**config.mk**
```make
export PLATFORM = sky130hd
export DESIGN_NAME = reg_file_sb_flat
export DESIGN_NICKNAME = d
export VERILOG_FILES = /design/src/rtl/rf_pkg.sv /design/src/rtl/reg_file_sb_if.sv /design/src/rtl/rf_scoreboard.sv /design/src/rtl/reg_file_sb.sv /design/src/flat_wrapper.sv
export SDC_FILE = /design/constraint.sdc
export NUM_CORES = 2
export LEC_CHECK = 0
export CELL_PAD_IN_SITES_DETAIL_PLACEMENT = 1
export CELL_PAD_IN_SITES_GLOBAL_PLACEMENT = 1
export CORE_MARGIN = 5
export CORE_UTILIZATION = 58
export CTS_CLUSTER_SIZE = 14
export DETAILED_ROUTE_END_ITERATION = 8
export PLACE_DENSITY = 0.89
export SYNTH_ARGS = -nofsm -noshare
export SYNTH_HDL_FRONTEND = slang
export SYNTH_SLANG_ARGS = --single-unit
```
**constraint.sdc**
```tcl
create_clock -name clk -period 7.3 [get_ports clk]
set_clock_uncertainty 0.1 [all_clocks]
set_input_delay 1.46 -clock clk [delete_from_list [all_inputs] [get_ports clk]]
set_output_delay 1.46 -clock clk [all_outputs]
set_load 0.02 [all_outputs]
```
**src/rtl/rf_pkg.sv**
```systemverilog
// Shared definitions for the architectural register file: default sizes,
// the hardwired zero register index and common address/data types.
package rf_pkg;

  localparam int DEF_DATA_W = 32;
  localparam int DEF_NREGS  = 32;
  localparam int DEF_ADDR_W = $clog2(DEF_NREGS);

  // Register x0 always reads as zero and ignores writes and issues.
  localparam int unsigned ZERO_REG = 0;

  typedef logic [DEF_ADDR_W-1:0] reg_addr_t;
  typedef logic [DEF_DATA_W-1:0] reg_data_t;

endpackage

```
**src/rtl/reg_file_sb_if.sv**
```systemverilog
// Decode/writeback bus of the register file. The master side (decode and
// writeback) drives addresses, issue and write requests; the slave side
// (the register file) returns operand data, ready flags and the busy count.
interface reg_file_sb_if
  import rf_pkg::*;
#(
  parameter int DATA_W = DEF_DATA_W,
  parameter int NREGS  = DEF_NREGS,
  parameter int ADDR_W = $clog2(NREGS)
);

  logic [ADDR_W-1:0] reg1;
  logic [ADDR_W-1:0] reg2;
  logic [DATA_W-1:0] data1;
  logic [DATA_W-1:0] data2;
  logic              rdy1;
  logic              rdy2;
  logic              iss_en;
  logic [ADDR_W-1:0] iss_rd;
  logic              RegWrite;
  logic [ADDR_W-1:0] regw;
  logic [DATA_W-1:0] wdata;
  logic [ADDR_W:0]   busy_cnt;

  modport master (
    output reg1, reg2, iss_en, iss_rd, RegWrite, regw, wdata,
    input  data1, data2, rdy1, rdy2, busy_cnt
  );

  modport slave (
    input  reg1, reg2, iss_en, iss_rd, RegWrite, regw, wdata,
    output data1, data2, rdy1, rdy2, busy_cnt
  );

endinterface

```
**src/rtl/rf_scoreboard.sv**
```systemverilog
// Pending-write scoreboard: one bit per register, set on issue and cleared on
// writeback, plus a registered population count of the pending bits.
module rf_scoreboard
  import rf_pkg::*;
#(
  parameter int NREGS  = DEF_NREGS,
  parameter int ADDR_W = $clog2(NREGS)
) (
  input  logic              clk,
  input  logic              rst,
  input  logic              set_en_i,
  input  logic [ADDR_W-1:0] set_idx_i,
  input  logic              clr_en_i,
  input  logic [ADDR_W-1:0] clr_idx_i,
  output logic [NREGS-1:0]  pend_o,
  output logic [ADDR_W:0]   busy_cnt_o
);

  localparam int CNT_W = ADDR_W + 1;

  logic [NREGS-1:0] pend_q;
  logic [NREGS-1:0] pend_d;
  logic [CNT_W-1:0] busy_cnt_q;
  logic [CNT_W-1:0] busy_cnt_d;

  // Per-register next state: a new issue beats a same-cycle writeback,
  // since the issued instruction supersedes the completing one.
  for (genvar gi = 0; gi < NREGS; gi++) begin : g_pend
    if (gi == 0) begin : g_zero
      assign pend_d[gi] = 1'b0;
    end else begin : g_reg
      logic set_hit;
      logic clr_hit;
      assign set_hit    = set_en_i && (set_idx_i == ADDR_W'(gi));
      assign clr_hit    = clr_en_i && (clr_idx_i == ADDR_W'(gi));
      assign pend_d[gi] = set_hit || (pend_q[gi] && !clr_hit);
    end
  end

  // Count of pending registers after this edge, so busy_cnt tracks pend exactly.
  always_comb begin
    busy_cnt_d = '0;
    for (int i = 0; i < NREGS; i++) begin
      busy_cnt_d = busy_cnt_d + CNT_W'(pend_d[i]);
    end
  end

  // Scoreboard state; asynchronous reset drops every pending write at once.
  always_ff @(posedge clk or negedge rst) begin
    if (!rst) begin
      pend_q     <= '0;
      busy_cnt_q <= '0;
    end else begin
      pend_q     <= pend_d;
      busy_cnt_q <= busy_cnt_d;
    end
  end

  assign pend_o     = pend_q;
  assign busy_cnt_o = busy_cnt_q;

endmodule

```
**src/rtl/reg_file_sb.sv**
```systemverilog
// Architectural register file: one synchronous write port, two combinational
// read ports with write-to-read bypass, and per-operand ready flags driven by
// the pending-write scoreboard. x0 is hardwired to zero.
module reg_file_sb
  import rf_pkg::*;
#(
  parameter int                DATA_W    = DEF_DATA_W,
  parameter int                NREGS     = DEF_NREGS,
  parameter int                ADDR_W    = $clog2(NREGS),
  parameter logic [DATA_W-1:0] RESET_VAL = '0
) (
  input  logic          clk,
  input  logic          rst,
  reg_file_sb_if.slave  bus
);

  logic [DATA_W-1:0] mem_q [NREGS];
  logic [NREGS-1:0]  pend;
  logic              wr_en;
  logic              iss_vld;
  logic              byp_en;

  assign wr_en   = bus.RegWrite && (bus.regw != ADDR_W'(ZERO_REG));
  assign iss_vld = bus.iss_en && (bus.iss_rd != ADDR_W'(ZERO_REG));
  // While reset is held the outputs show the reset contents, so no bypass.
  assign byp_en  = bus.RegWrite && rst;

  rf_scoreboard #(
    .NREGS  (NREGS),
    .ADDR_W (ADDR_W)
  ) u_sb (
    .clk        (clk),
    .rst        (rst),
    .set_en_i   (iss_vld),
    .set_idx_i  (bus.iss_rd),
    .clr_en_i   (wr_en),
    .clr_idx_i  (bus.regw),
    .pend_o     (pend),
    .busy_cnt_o (bus.busy_cnt)
  );

  // Register storage; x0 is held at zero and never written.
  always_ff @(posedge clk or negedge rst) begin
    if (!rst) begin
      for (int i = 0; i < NREGS; i++) begin
        mem_q[i] <= (i == 0) ? '0 : RESET_VAL;
      end
    end else if (wr_en) begin
      mem_q[bus.regw] <= bus.wdata;
    end
  end

  // One read port: {rdy, data}. x0 first, then bypass, then stored state.
  function automatic logic [DATA_W:0] rd_port(
    input logic [ADDR_W-1:0] addr,
    input logic [DATA_W-1:0] mem_val,
    input logic              pend_bit,
    input logic              byp,
    input logic [ADDR_W-1:0] byp_addr,
    input logic [DATA_W-1:0] byp_data
  );
    if (addr == ADDR_W'(ZERO_REG)) begin
      rd_port = {1'b1, {DATA_W{1'b0}}};
    end else if (byp && (byp_addr == addr)) begin
      rd_port = {1'b1, byp_data};
    end else begin
      rd_port = {!pend_bit, mem_val};
    end
  endfunction

  // Combinational operand reads for both decode ports.
  always_comb begin
    {bus.rdy1, bus.data1} = rd_port(bus.reg1, mem_q[bus.reg1], pend[bus.reg1],
                                    byp_en, bus.regw, bus.wdata);
    {bus.rdy2, bus.data2} = rd_port(bus.reg2, mem_q[bus.reg2], pend[bus.reg2],
                                    byp_en, bus.regw, bus.wdata);
  end

endmodule

```
**src/flat_wrapper.sv**
```systemverilog
// flat-port wrapper written by rule: the top's interface ports become plain ports
module reg_file_sb_flat import rf_pkg::*;
#(
  parameter int                DATA_W    = DEF_DATA_W,
  parameter int                NREGS     = DEF_NREGS,
  parameter int                ADDR_W    = $clog2(NREGS),
  parameter logic [DATA_W-1:0] RESET_VAL = '0
)
  (clk, rst, bus_reg1, bus_reg2, bus_iss_en, bus_iss_rd, bus_RegWrite, bus_regw, bus_wdata, bus_data1, bus_data2, bus_rdy1, bus_rdy2, bus_busy_cnt);
  reg_file_sb_if #(.DATA_W(DATA_W), .NREGS(NREGS), .ADDR_W(ADDR_W)) bus_i ();
  input  logic clk;
  input  logic rst;
  input wire logic [$bits(bus_i.reg1)-1:0] bus_reg1;
  input wire logic [$bits(bus_i.reg2)-1:0] bus_reg2;
  input wire logic [$bits(bus_i.iss_en)-1:0] bus_iss_en;
  input wire logic [$bits(bus_i.iss_rd)-1:0] bus_iss_rd;
  input wire logic [$bits(bus_i.RegWrite)-1:0] bus_RegWrite;
  input wire logic [$bits(bus_i.regw)-1:0] bus_regw;
  input wire logic [$bits(bus_i.wdata)-1:0] bus_wdata;
  output wire logic [$bits(bus_i.data1)-1:0] bus_data1;
  output wire logic [$bits(bus_i.data2)-1:0] bus_data2;
  output wire logic [$bits(bus_i.rdy1)-1:0] bus_rdy1;
  output wire logic [$bits(bus_i.rdy2)-1:0] bus_rdy2;
  output wire logic [$bits(bus_i.busy_cnt)-1:0] bus_busy_cnt;
  assign bus_i.reg1 = bus_reg1;
  assign bus_i.reg2 = bus_reg2;
  assign bus_i.iss_en = bus_iss_en;
  assign bus_i.iss_rd = bus_iss_rd;
  assign bus_i.RegWrite = bus_RegWrite;
  assign bus_i.regw = bus_regw;
  assign bus_i.wdata = bus_wdata;
  assign bus_data1 = bus_i.data1;
  assign bus_data2 = bus_i.data2;
  assign bus_rdy1 = bus_i.rdy1;
  assign bus_rdy2 = bus_i.rdy2;
  assign bus_busy_cnt = bus_i.busy_cnt;
  reg_file_sb #(.DATA_W(DATA_W), .NREGS(NREGS), .ADDR_W(ADDR_W), .RESET_VAL(RESET_VAL)) u_core (.clk(clk), .rst(rst), .bus(bus_i));
endmodule
```
---- Yosys cells after proc, flatten, opt, wreduce, memory -nomap -nowiden ----
Cells that the tools add are included.
word-level totals
  register bits after elaboration ......... 1061
  output and inout bits ................... 72
  input bits .............................. 56
  word-level logic and storage cells ...... 321
cells by class
  bitwise logic cells ..................... 3
  multiplexer cells ....................... 17
  equal/unequal tests ..................... 64
  add/sub/neg operators ................... 30
  $lt $le $gt $ge ......................... 6
  reductions and logical operators ........ 167
operators with widths
  cell                                                                   number
  1024-bit bitwise mux                                                   1
  32-bit binary-select mux with 5-bit select                             2
  32-bit demux with 5-bit select                                         1
  5-bit == test (second input constant)                                  32
  32-bit two-way mux                                                     5
  6-bit by 1-bit adder with 6-bit output                                 25
  33-bit two-way mux                                                     4
  1-bit logical AND                                                      99
  5-bit by 4-bit == test with 1-bit output (second input constant)       16
  5-bit by 3-bit == test with 1-bit output (second input constant)       8
  1-bit zero test                                                        33
  1-bit logical OR                                                       31
  5-bit by 2-bit == test with 1-bit output (second input constant)       4
  6-bit greater-or-equal comparator (second input constant)              3
  5-bit inverter with 6-bit output                                       3
  5-bit by 6-bit < comparator with 1-bit output (second input constant)  2
  1-bit binary-select mux with 5-bit select                              2
  5-bit by 1-bit == test with 1-bit output (second input constant)       2
  5-bit == test                                                          2
  5-bit zero test                                                        2
  5-bit nonzero test                                                     2
  5-bit by 1-bit adder with 6-bit output                                 1
  6-bit by 1-bit < comparator with 1-bit output (second input constant)  1
  4-bit by 1-bit adder with 5-bit output                                 1
  4 further kinds                                                        5

---- Depth between registers and ports, before layout ----
  depth in word-level cells ............... 36
  mapped depth ............................ 23
  depth with buffers taken out ............ 21

---- Hierarchy ----
From an unflattened synthesis, not the netlist that was laid out.
unflattened totals
  cell total of the unflattened synthesis .. 4139
  area total of the unflattened synthesis .. 58351.0 um2
by module, submodules not included
  module         seq. area each (um2)  instances  area each (um2)  cells an instance
  reg_file_sb    25624.6               1          56052.5          3926
  rf_scoreboard  925.9                 1          2298.5           213

---- Worst setup path before layout ----
Ideal clock, no wire load.
  path type ............................... input to register
  start point ............................. input port bus_RegWrite
  end point ............................... register u_core.u_sb.busy_cnt_q[4], in the netlist u_core.u_sb.busy_cnt_o[4]
  buffers on the path ..................... 3
  setup slack ............................. 0.251 ns
  library setup time ...................... 0.080 ns
  cell stages on the path ................. 22
  arrival time ............................ 6.869 ns
  data required time ...................... 7.120 ns
  path through ............................ clkbuf_1 -> nor3b_1 -> nor2b_1 -> buf_2 -> nand2_1 -> buf_2 -> a32o_1 -> fa_1 -> inv_1 -> fa_1 -> fa_1 -> inv_1 -> fa_1 -> fa_1 -> inv_1 -> fa_1 -> fa_1 -> inv_1 -> fa_1 -> a21o_1 -> a21oi_1 -> xnor2_1
between the ends
  elaborated cells between the ends (all ways) .. 155
  those cells by class .................... add/sub: 30; reduce/logical: 125
RTL lines
  what                                                  line                 RTL
  start: declaration                                    flat_wrapper.sv:17   input wire logic [$bits(bus_i.RegWrite)-1:0] bus_RegWrite;
  1-bit logical AND                                     reg_file_sb.sv:23    assign wr_en = bus.RegWrite && (bus.regw != ADDR_W'(ZERO_REG));
  1-bit logical AND                                     rf_scoreboard.sv:35  assign clr_hit = clr_en_i && (clr_idx_i == ADDR_W'(gi));
  1-bit zero test                                       rf_scoreboard.sv:36  assign pend_d[gi] = set_hit || (pend_q[gi] && !clr_hit);
  1-bit logical AND                                     rf_scoreboard.sv:36
  1-bit logical OR                                      rf_scoreboard.sv:36
  net u_core.u_sb.pend_d[24]                            rf_scoreboard.sv:22  logic [NREGS-1:0] pend_d;
  6-bit by 1-bit adder with 6-bit output (8 in series)  rf_scoreboard.sv:44  busy_cnt_d = busy_cnt_d + CNT_W'(pend_d[i]);
  net u_core.u_sb.busy_cnt_d[4]                         rf_scoreboard.sv:24  logic [CNT_W-1:0] busy_cnt_d;
  end signal: assignment                                rf_scoreboard.sv:55  busy_cnt_q <= busy_cnt_d;
  end: declaration                                      rf_scoreboard.sv:23  logic [CNT_W-1:0] busy_cnt_q;
The timed path passes the listed nets, and every way through them passes these cells.
A chain may end at the register's enable or synchronous reset.

---- Worst setup path after layout ----
  start point ............................. input port bus_regw[4]
  end point ............................... output port bus_data2[21]
between the ends
  word-level cells in the longest chain between the ends .. 4
RTL lines
  what                line                RTL
  start: declaration  flat_wrapper.sv:18  input wire logic [$bits(bus_i.regw)-1:0] bus_regw;
  5-bit == test       reg_file_sb.sv:64   end else if (byp && (byp_addr == addr)) begin
  1-bit logical AND   reg_file_sb.sv:64
  33-bit two-way mux  reg_file_sb.sv:64
  33-bit two-way mux  reg_file_sb.sv:62   if (addr == ADDR_W'(ZERO_REG)) begin
  end: declaration    flat_wrapper.sv:21  output wire logic [$bits(bus_i.data2)-1:0] bus_data2;
Every way passes these cells.

==> reports/results.txt <==
outcome -> finished, violations left
failing checks -> max-capacitance violations, max-slew violations
Cells after Synth -> 4017
CTS tree -> built
sw frac -> 34.1%
most common cell after layout, fill and taps aside -> dfrtp_1
gr ovfl total -> 0
Slew Limit Fails -> 22
RSZ-0062 raised after global routing -> no
hold path cells -> 0
Worst-Margin Slew -> 1.51 ns
crit path time final -> 7.07 ns
required time of the critical path -> 5.74 ns
ys async rst share -> 100%
Worst-path clk slew -> 0.06 ns
H-tree depth -> 3
Unique masters post-synth -> 59
top cells by area, synth -> dfrtp_1 (46%), mux2_2 (19%), mux4_2 (18%), mux2i_1 (3.1%), a22oi_1 (1.5%)
global-route wire length before repair -> 369000 um
Total Wirelength -> 257000 um
Residual DRC -> 0
WP data arrival -> 5.51 ns
all-layer global routing usage -> 48.1%
largest area contributor in the netlist -> dfrtp_1
clock group share of total power -> 30.0%
final net count -> 4110
initial antenna violation count -> 28
final HPWL from detailed placement -> 137000 um
CP cell instances -> clkdlybuf4s50_1, buf_4, buf_4, xnor2_1, nand4_1, or2_2, nand2_2, buf_12, nor3_1, a22o_1, clkdlybuf4s50_1
PnR Total Power -> 20.9 mW
Skew-Pair Late Insertion Delay -> 0.73 ns
Initial Util -> 58.6%
Critical R2R Capture -> u_core.u_sb.busy_cnt_o[4]$_DFF_PN0_
Vias -> 45900
startpoint class of the critical path -> input port
Leakage -> 28.1 nW
DR WL/cell -> 47.5 um
initial DRC count -> 7377
Internal Power -> 13.7 mW
hold path endpoint -> u_core.mem_q[1000]$_DFFE_PN0P_
Max-cap violations -> 1
Synth top area share -> 46.0%
Die X-Extent -> 325 um
core area -> 98600 sq um
Seq pwr share -> 39.7%
Final Hold Vio Count -> 0
register area -> 26600 sq um
RR Startpoint -> u_core.u_sb.pend_o[12]$_DFF_PN0_
syn avg cell area -> 14.4 sq um
Syn Std Cell Area -> 57700 sq um
most frequent cells in the layout -> dfrtp_1 (1061), mux2_2 (998), mux4_2 (467)
fill cell count -> 8530
R2R Setup Slk -> 1.92 ns
post-cts resize count -> 0
Net Sw Power -> 7.12 mW
final setup fails -> 0
Crit Path Max Fanout -> 16
die height -> 325 um
Post-synth top flop -> dfrtp_1
drt first pass iters -> 7
via density per instance -> 8.49
Multi-input gate area -> 29000 sq um
Critical Path Max Stage Delay -> 0.70 ns
min-delay src -> u_core.mem_q[1000]$_DFFE_PN0P_
Hold Slack -> 0.307 ns
number of flops mapped to enable cells by yosys -> 0
syn_nets -> 4103
Ports -> 128
RD Place Congestion -> 0.899
area of the die -> 106000 sq um
sequential fraction of the synthesis area -> 46.0%
Hold Crit Class -> flip-flop to flip-flop
share of layout cells above drive strength 1 -> 46.7%
logic gate share of total power -> 30.3%
Tcrit/Tclk final -> 96.9%
slowest CP cell -> or2_2
Root Driver -> clkbuf_16
CP endpoint kind -> output pin
Post-CTS Setup Bufs -> 0
Power Density -> 324 nW/um^2
Slew HR -> -1.10%
number of global-route vias before repair -> 49200
Area Growth Syn to Fin -> 11.4%
total CTS buffers -> 110
number of synthesized register bits -> 1061
peak supply drop -> 427 uV
clock buffer depth -> 3
Post-CTS Hold Fix Bufs -> 0
antenna-violating nets left -> 0
largest net degree at the start of global routing -> 166
fmax -> 141 MHz
kind of critical path -> input port to output pin
row cnt -> 115
reg2reg path depth -> 17
Sink Count -> 1061
number of I/O port buffers -> 127
synth warn -> 0
==> stage by stage <==
step	cells	setup slack (ns)	setup TNS [ns]	util [%]	area, sq um
5_1_grt	5398	0.185	0	65.2	64200
2_1_floorplan	4017	0.251	0	-	57700
3_5_place_dp	5199	-0.215	-0.266	61.3	60400
3_3_place_gp	5199	-0.122	-0.122	61.3	60400
4_1_cts	5397	0.434	0	65.2	64200
6_report	5413	0.225	0	65.2	64300
==> per-layer routing <==
metal / vias to the layer above / share of wire, % / global-route usage (%)
li1: 15400 / - / -
met1: 23100 / 31 / 55.0
met2: 5212 / 42 / 67.7
met3: 2136 / 15 / 22.4
met4: 28 / 12 / 41.8
met5: - / 0.13 / 1.40
==> cell type report <==
cell class	count	share of cell area (%)
clock buffers	158	5.05
well taps	1287	2.51
clock inverters	40	0.907
repair buffers	334	4.68
diodes	16	0.0623
inverters	61	0.358
flip-flops and latches	1061	41.3
multi-input cells	2456	45.1
==> sequential cells by signal (all words and copies together), names as in the netlist <==
register,count
u_core.u_sb.busy_cnt_o,6
u_core.u_sb.pend_o,31
u_core.mem_q,1024
==> worst max-delay path, delay by kind of cell <==
kind | cells | cell delay, ns
compound gates | 1 | 0.43
xor+xnor | 1 | 0.13
buf+inv | 5 | 1.92
simple gates | 4 | 1.54
==> worst max path at each step <==
| stage | start | end |
|---|---|---|
| finish | bus_regw[4] | bus_data2[21] |
| global route | bus_regw[2] | u_core.u_sb.busy_cnt_o[4]$_DFF_PN0_ |
| CTS | bus_regw[4] | u_core.u_sb.busy_cnt_o[4]$_DFF_PN0_ |
| detailed placement | bus_RegWrite | u_core.u_sb.busy_cnt_o[4]$_DFF_PN0_ |
| global placement | bus_regw[4] | u_core.u_sb.busy_cnt_o[4]$_DFF_PN0_ |
| floorplan | bus_RegWrite | u_core.u_sb.busy_cnt_o[4]$_DFF_PN0_ |
==> power by group through the flow <==
stage                     Combinational [mW]  Clock (mW)  Sequential (mW)
after global placement                  5.46           0             7.88
after floorplan                         4.18           0             7.68
final                                   6.32        6.25             8.28
after detailed placement                5.94           0             8.10
after global routing                    6.69        6.46             8.27
after CTS                               6.21        6.18             8.15
==> cell usage after synthesis (4+ instances only) <==
library cell and n:
dfrtp_1 1061, mux2_2 998, mux4_2 467, clkbuf_1 185
mux2i_1 179, buf_2 135, a22oi_1 113, nand2_1 89
nor2_1 87, o21ai_0 71, o22ai_1 68, buf_1 66
inv_1 60, a21oi_1 38, nand3_1 33, a22o_1 32
nor3_1 32, buf_4 31, a211oi_1 25, nor2b_1 25
fa_1 23, buf_6 22, a221oi_1 21, a31oi_1 13
o211ai_1 13, nand2b_1 11, and2_1 10, or2_2 8
a32o_1 7, ha_1 7, xnor2_1 7, nor3b_1 6
xor2_1 6, a221o_1 5, and3_1 5, nand3b_1 5
nor4_1 5, o2111ai_1 5, a32oi_1 4, nand4_1 4
o221ai_1 4
==> kinds of logic (layout without fill, tap and decap cells) <==
kind of cell               Yosys count  count (layout)  share of synthesized area [%]
muxes                             1647            1647                           40.9
DFF                               1061            1061                           46.0
buffers and inverters              500             593                           4.03
AOI/OAI and AO/OA                  436             436                           5.25
and+or+nand+nor                    330             330                           2.73
adders and majority gates           30              30                          0.949
xor gates and xnor gates            13              13                          0.197
other                                0              16                              0
Note: power is estimated with default switching activity, not from simulation.
